`config.mk`:
```
export PLATFORM = sky130hd
export DESIGN_NAME = alu_status_flags
export DESIGN_NICKNAME = d
export VERILOG_FILES = /design/src/rtl/alu_status_flags.sv
export SDC_FILE = /design/constraint.sdc
export NUM_CORES = 1
export LEC_CHECK = 0
export ABC_AREA = 1
export CAP_MARGIN = 10
export CORE_ASPECT_RATIO = 0.75
export CORE_MARGIN = 4
export CORE_UTILIZATION = 24
export DETAILED_ROUTE_END_ITERATION = 7
export PLACE_DENSITY = 0.49
export SLEW_MARGIN = 30
export SYNTH_ARGS = -nofsm -noshare
export SYNTH_HDL_FRONTEND = slang
export SYNTH_SLANG_ARGS = --single-unit
```
`constraint.sdc`:
```
create_clock -name clk -period 1.55 [get_ports clk]
set_input_delay 0.155 -clock clk [delete_from_list [all_inputs] [get_ports clk]]
set_output_delay 0.155 -clock clk [all_outputs]
set_load 0.1 [all_outputs]
```
`src/rtl/alu_status_flags.sv`:
```
// ---------------------------------------------------------------------------
// alu_status_flags
//
// Registered status-flag unit placed after the ALU adder/subtractor and the
// result mux. For every accepted operation it picks the overflow and carry
// sources by opcode and derives zero/negative from the result. It also keeps
// a sticky overflow flag and a saturating overflow-event counter for
// software polling.
//
// Optional feature macro: ALU_OVF_IRQ_EN
//   When defined, adds the ovf_irq output: a registered one-cycle pulse on
//   the edge where the sticky overflow flag becomes set (or is re-armed by a
//   same-cycle clear).
//
// Parameters:
//   WIDTH  result datapath width (>= 2)
//   CNT_W  overflow event counter width (>= 1)
//
// Ports:
//   clk         clock, rising-edge
//   rst_n       asynchronous active-low reset
//   in_valid    operation present this cycle
//   sel         opcode: 3'b000 add, 3'b001 sub, others non-arithmetic
//   result      ALU result for this operation
//   add_ovf     adder signed overflow
//   sub_ovf     subtractor signed overflow
//   add_cout    adder carry-out
//   sub_bout    subtractor borrow-out
//   clr_sticky  synchronous clear of sticky flag and counter
//   out_valid   one-cycle pulse, flags updated
//   ovf         overflow of last accepted op
//   carry       carry/borrow of last accepted op
//   zero        result of last accepted op was zero
//   neg         sign bit of last accepted result
//   ovf_sticky  set by any overflow since last clear
//   ovf_count   saturating count of overflowing ops
//   ovf_irq     overflow interrupt pulse (ALU_OVF_IRQ_EN only)
// ---------------------------------------------------------------------------
module alu_status_flags #(
  parameter int WIDTH = 8,
  parameter int CNT_W = 8
) (
  input  logic             clk,
  input  logic             rst_n,
  input  logic             in_valid,
  input  logic [2:0]       sel,
  input  logic [WIDTH-1:0] result,
  input  logic             add_ovf,
  input  logic             sub_ovf,
  input  logic             add_cout,
  input  logic             sub_bout,
  input  logic             clr_sticky,
  output logic             out_valid,
  output logic             ovf,
  output logic             carry,
  output logic             zero,
  output logic             neg,
  output logic             ovf_sticky,
  output logic [CNT_W-1:0] ovf_count
`ifdef ALU_OVF_IRQ_EN
  ,
  output logic             ovf_irq
`endif
);

  localparam logic [CNT_W-1:0] CNT_MAX = '1;

  logic             out_valid_d, out_valid_q;
  logic             ovf_d, ovf_q;
  logic             carry_d, carry_q;
  logic             zero_d, zero_q;
  logic             neg_d, neg_q;
  logic             ovf_sticky_d, ovf_sticky_q;
  logic [CNT_W-1:0] ovf_count_d, ovf_count_q;
  logic             ovf_irq_d, ovf_irq_q;

  logic             ovf_n;
  logic             carry_n;
  logic             ovf_event;

  // Opcode-based source selection. Gated by in_valid so an unknown sel
  // while idle cannot reach any state.
  always_comb begin
    ovf_n   = 1'b0;
    carry_n = 1'b0;
    if (in_valid) begin
      case (sel)
        3'b000: begin
          ovf_n   = add_ovf;
          carry_n = add_cout;
        end
        3'b001: begin
          ovf_n   = sub_ovf;
          carry_n = sub_bout;
        end
        default: begin
          ovf_n   = 1'b0;
          carry_n = 1'b0;
        end
      endcase
    end
  end

  assign ovf_event = in_valid & ovf_n;

  always_comb begin
    out_valid_d  = in_valid;
    ovf_d        = ovf_q;
    carry_d      = carry_q;
    zero_d       = zero_q;
    neg_d        = neg_q;
    ovf_sticky_d = ovf_sticky_q;
    ovf_count_d  = ovf_count_q;
    ovf_irq_d    = 1'b0;

    if (in_valid) begin
      ovf_d   = ovf_n;
      carry_d = carry_n;
      zero_d  = (result == '0);
      neg_d   = result[WIDTH-1];
    end

    // A same-cycle clear and overflow resolves as "clear, then count this
    // event", so set wins and the counter restarts at one.
    if (ovf_event) begin
      ovf_sticky_d = 1'b1;
      if (clr_sticky) begin
        ovf_count_d = CNT_W'(1);
      end else if (ovf_count_q != CNT_MAX) begin
        ovf_count_d = ovf_count_q + CNT_W'(1);
      end
      // The clear re-arms the interrupt, so a collision pulses even when
      // the sticky flag was already high.
      ovf_irq_d = ~ovf_sticky_q | clr_sticky;
    end else if (clr_sticky) begin
      ovf_sticky_d = 1'b0;
      ovf_count_d  = '0;
    end
  end

  always_ff @(posedge clk or negedge rst_n) begin
    if (!rst_n) begin
      out_valid_q  <= 1'b0;
      ovf_q        <= 1'b0;
      carry_q      <= 1'b0;
      zero_q       <= 1'b0;
      neg_q        <= 1'b0;
      ovf_sticky_q <= 1'b0;
      ovf_count_q  <= '0;
      ovf_irq_q    <= 1'b0;
    end else begin
      out_valid_q  <= out_valid_d;
      ovf_q        <= ovf_d;
      carry_q      <= carry_d;
      zero_q       <= zero_d;
      neg_q        <= neg_d;
      ovf_sticky_q <= ovf_sticky_d;
      ovf_count_q  <= ovf_count_d;
      ovf_irq_q    <= ovf_irq_d;
    end
  end

  assign out_valid  = out_valid_q;
  assign ovf        = ovf_q;
  assign carry      = carry_q;
  assign zero       = zero_q;
  assign neg        = neg_q;
  assign ovf_sticky = ovf_sticky_q;
  assign ovf_count  = ovf_count_q;

`ifdef ALU_OVF_IRQ_EN
  assign ovf_irq = ovf_irq_q;
`else
  // Without the interrupt feature the pulse register has no consumer.
  logic unused_irq;
  assign unused_irq = ovf_irq_q;
`endif

endmodule

```
==> flow_summary.json <==
{
  "syn-num-nets": 126,
  "ir_drop_v": 0.000321,
  "hold_viol_final": 0,
  "ff2ff_path_depth": 7,
  "crit_path_max_fanout": 8,
  "die_h_microns": 58.5,
  "maxCapViolCount": 0,
  "drive_gt1_share_pct": 32.2,
  "ys_seq_area_share_pct": 43.0,
  "endpoint_kind": "flip-flop",
  "slowest_stage": "dfrtp_4",
  "slowest_delay_ps": 510,
  "syn_avg_cell_area_sq_um": 7.68,
  "grt_max_degree": 15,
  "wl_per_cell_microns": 12.4,
  "slew_headroom_pct": 80.3,
  "drtPass1Iterations": 4,
  "report.power.total_mw": 0.980,
  "final_design_area_no_fill_sq_um": 1440,
  "cts_resized": 0,
  "antenna_cells": 0,
  "post-cts-setup-buffers": 0,
  "gr-total-overflow": 0,
  "rsz0062_at_grt": "false",
  "cp_cell_sequence": "ha_4 > nand2_2 > nor2_2 > nand2_2 > nand3_4 > nand3_1 > o21ai_0",
  "port_buffers": 32,
  "antenna_found_initial": 0,
  "worst_pin_slew_ps": 296,
  "grt_util_all_layers_pct": 12.0,
  "final_common_cell": "nand2_1",
  "cp.required_ps": 1670,
  "drt_iter0_drc": 41,
  "fmax_mhz": 720,
  "std_cell_rows": 18,
  "fin_crit_sh_pct": 89.6,
  "tritoncts": "built",
  "clk_latency_ps": 250,
  "final_cells": 186,
  "yosysWarnings": 0,
  "path_class": "flip-flop to flip-flop",
  "synth-seq-cells": 14,
  "slew_violations": 0,
  "htree_levels": 1,
  "ant_nets": 0,
  "layout_common_cells": "nand2_1 (30), nand3_1 (18), clkdlybuf4s50_1 (18)",
  "setup-tns-final_ps": 0,
  "coreArea_sq_um": 3270,
  "p_leak_nw": 0.617,
  "grt_pass1_vias": 827,
  "placed_cell_area_sq_um": 1390,
  "cts-root-buf": "clkbuf_8",
  "dieWidth_microns": 75.3,
  "area_growth_pct": 76.8,
  "intPower_mw": 0.701,
  "finalSetupViolCount": 0,
  "vias": 818,
  "synth_area_leaders": "dfrtp_1 (43%), nand2_1 (14%), nand3_1 (11%)",
  "place.gp.congestion": 0.767,
  "startpoint_type": "flip-flop",
  "start_util_pct": 24.9,
  "swShare_pct": 28.4,
  "p_per_area_nw_per_um2": 680,
  "grt_pass1_wl_mm": 3.98,
  "r2r_slack_ps": 160,
  "ios": 33,
  "combPwrFrac_pct": 23.8,
  "worstSetupStartpoint": "ovf_count[1]$_DFFE_PN0P_",
  "switchingPower_mw": 0.279,
  "clock_skew_ps": 1.81,
  "outcome": "finished, final reports clean",
  "place_ws_ps": 119,
  "clkTransAtPathRegs_ps": 60,
  "dp_cells": 182,
  "synthesis.area_sq_um": 815,
  "syn_inst": 106,
  "nNetsFinal": 167,
  "timing.rr.end": "ovf_count[6]$_DFFE_PN0P_",
  "drcViolationCount": 0,
  "clock_power_share_pct": 36.5,
  "numCtsBuffers": 3,
  "via_per_inst": 4.40,
  "clock_path_buffers": 2,
  "hold_buffers": 0,
  "yosysTopAreaCell": "dfrtp_1",
  "cp.arrival_ps": 1510,
  "setup_ws_ps": 161,
  "drt_wl_total_mm": 2.31,
  "synth_top_area_share_pct": 43.0,
  "seqPwrFrac_pct": 39.6,
  "fp.dieArea_sq_um": 4400,
  "dp_hpwl_mm": 1.83,
  "hold_path.class": "input pin to async pin",
  "cp-endpoint": "ovf_count[6]$_DFFE_PN0P_",
  "clock_sinks": 14,
  "cpMostUsedCell": "nand2_2",
  "ys_types": 23,
  "min_period_ps": 1390,
  "timing.rr.start": "ovf_count[1]$_DFFE_PN0P_"
}
[layer usage]
metal	track usage, %	share of wire, %	vias to the layer above
li1	-	-	426
met1	16.5	49	375
met2	17.6	46	14
met3	3.92	4.5	3
met4	4.49	0.48	0
met5	0	0	-
[layout make-up]
type,instances,area (sq um)
Sequential cell,14,365
Inverter,11,41.3
Tap cell,40,50.0
Multi-Input combinational cell,80,430
Fill cell,319,1830
Timing Repair Buffer,37,498
Clock buffer,4,55.1
[registers in the layout, summed over array words and instances (netlist names)]
signal      cells
ovf_sticky      1
ovf_count       8
zero            1
neg             1
carry           1
ovf             1
out_valid       1
[power groups by stage]
stage	logic (mW)	clock network, mW	registers (mW)
2_1_floorplan	0.0331	0	0.469
3_3_place_gp	0.235	0	0.395
3_5_place_dp	0.235	0	0.395
4_1_cts	0.236	0.375	0.389
5_1_grt	0.246	0.392	0.390
6_report	0.233	0.358	0.388
[logic make-up (layout without fill, tap and decap cells)]
kind of cell    Yosys count  in the layout  synth area share (%)
buf+inv                  12             52                  5.68
compound gates            7              7                  5.38
fa+ha+maj                 1              1                  1.54
flops                    14             14                  43.0
xor+xnor                  1              1                  1.08
simple gates             71             71                  43.3
[metrics by stage]
stage	utilization [%]	hold WS (ps)
2_1_floorplan	-	-141
3_3_place_gp	42.4	493
3_5_place_dp	42.4	490
4_1_cts	44.1	231
5_1_grt	44.1	235
6_report	44.1	220
[worst min path at each step]
stage / start / to / depth (start not counted) / slack, ps
after floorplan: rst_n / carry$_DFFE_PN0P_ / 0 / -140
after global placement: rst_n / out_valid$_DFF_PN0_ / 2 / 490
after detailed placement: rst_n / carry$_DFFE_PN0P_ / 2 / 490
after CTS: rst_n / ovf_count[5]$_DFFE_PN0P_ / 2 / 230
after global routing: rst_n / neg$_DFFE_PN0P_ / 2 / 240
final: rst_n / carry$_DFFE_PN0P_ / 2 / 220
[synthesized netlist by cell type (all sizes together)]
cell	n
nor3	1
ha	1
nand3	19
buf	1
inv	11
nor4	1
xnor2	1
o21ai	5
nand4	3
a31oi	1
or2	1
nor2	11
nand2	35
a21oi	1
dfrtp	14
[worst max-delay path: cells and delay by family (launching register included)]
family                   cells  cell delay [ps]
flip-flops                   1              510
adder cells (fa/ha/maj)      1              170
AO/OA/AOI/OAI                1               80
AND/OR/NAND/NOR              5              490
Power figures use the tool's default switching activity.
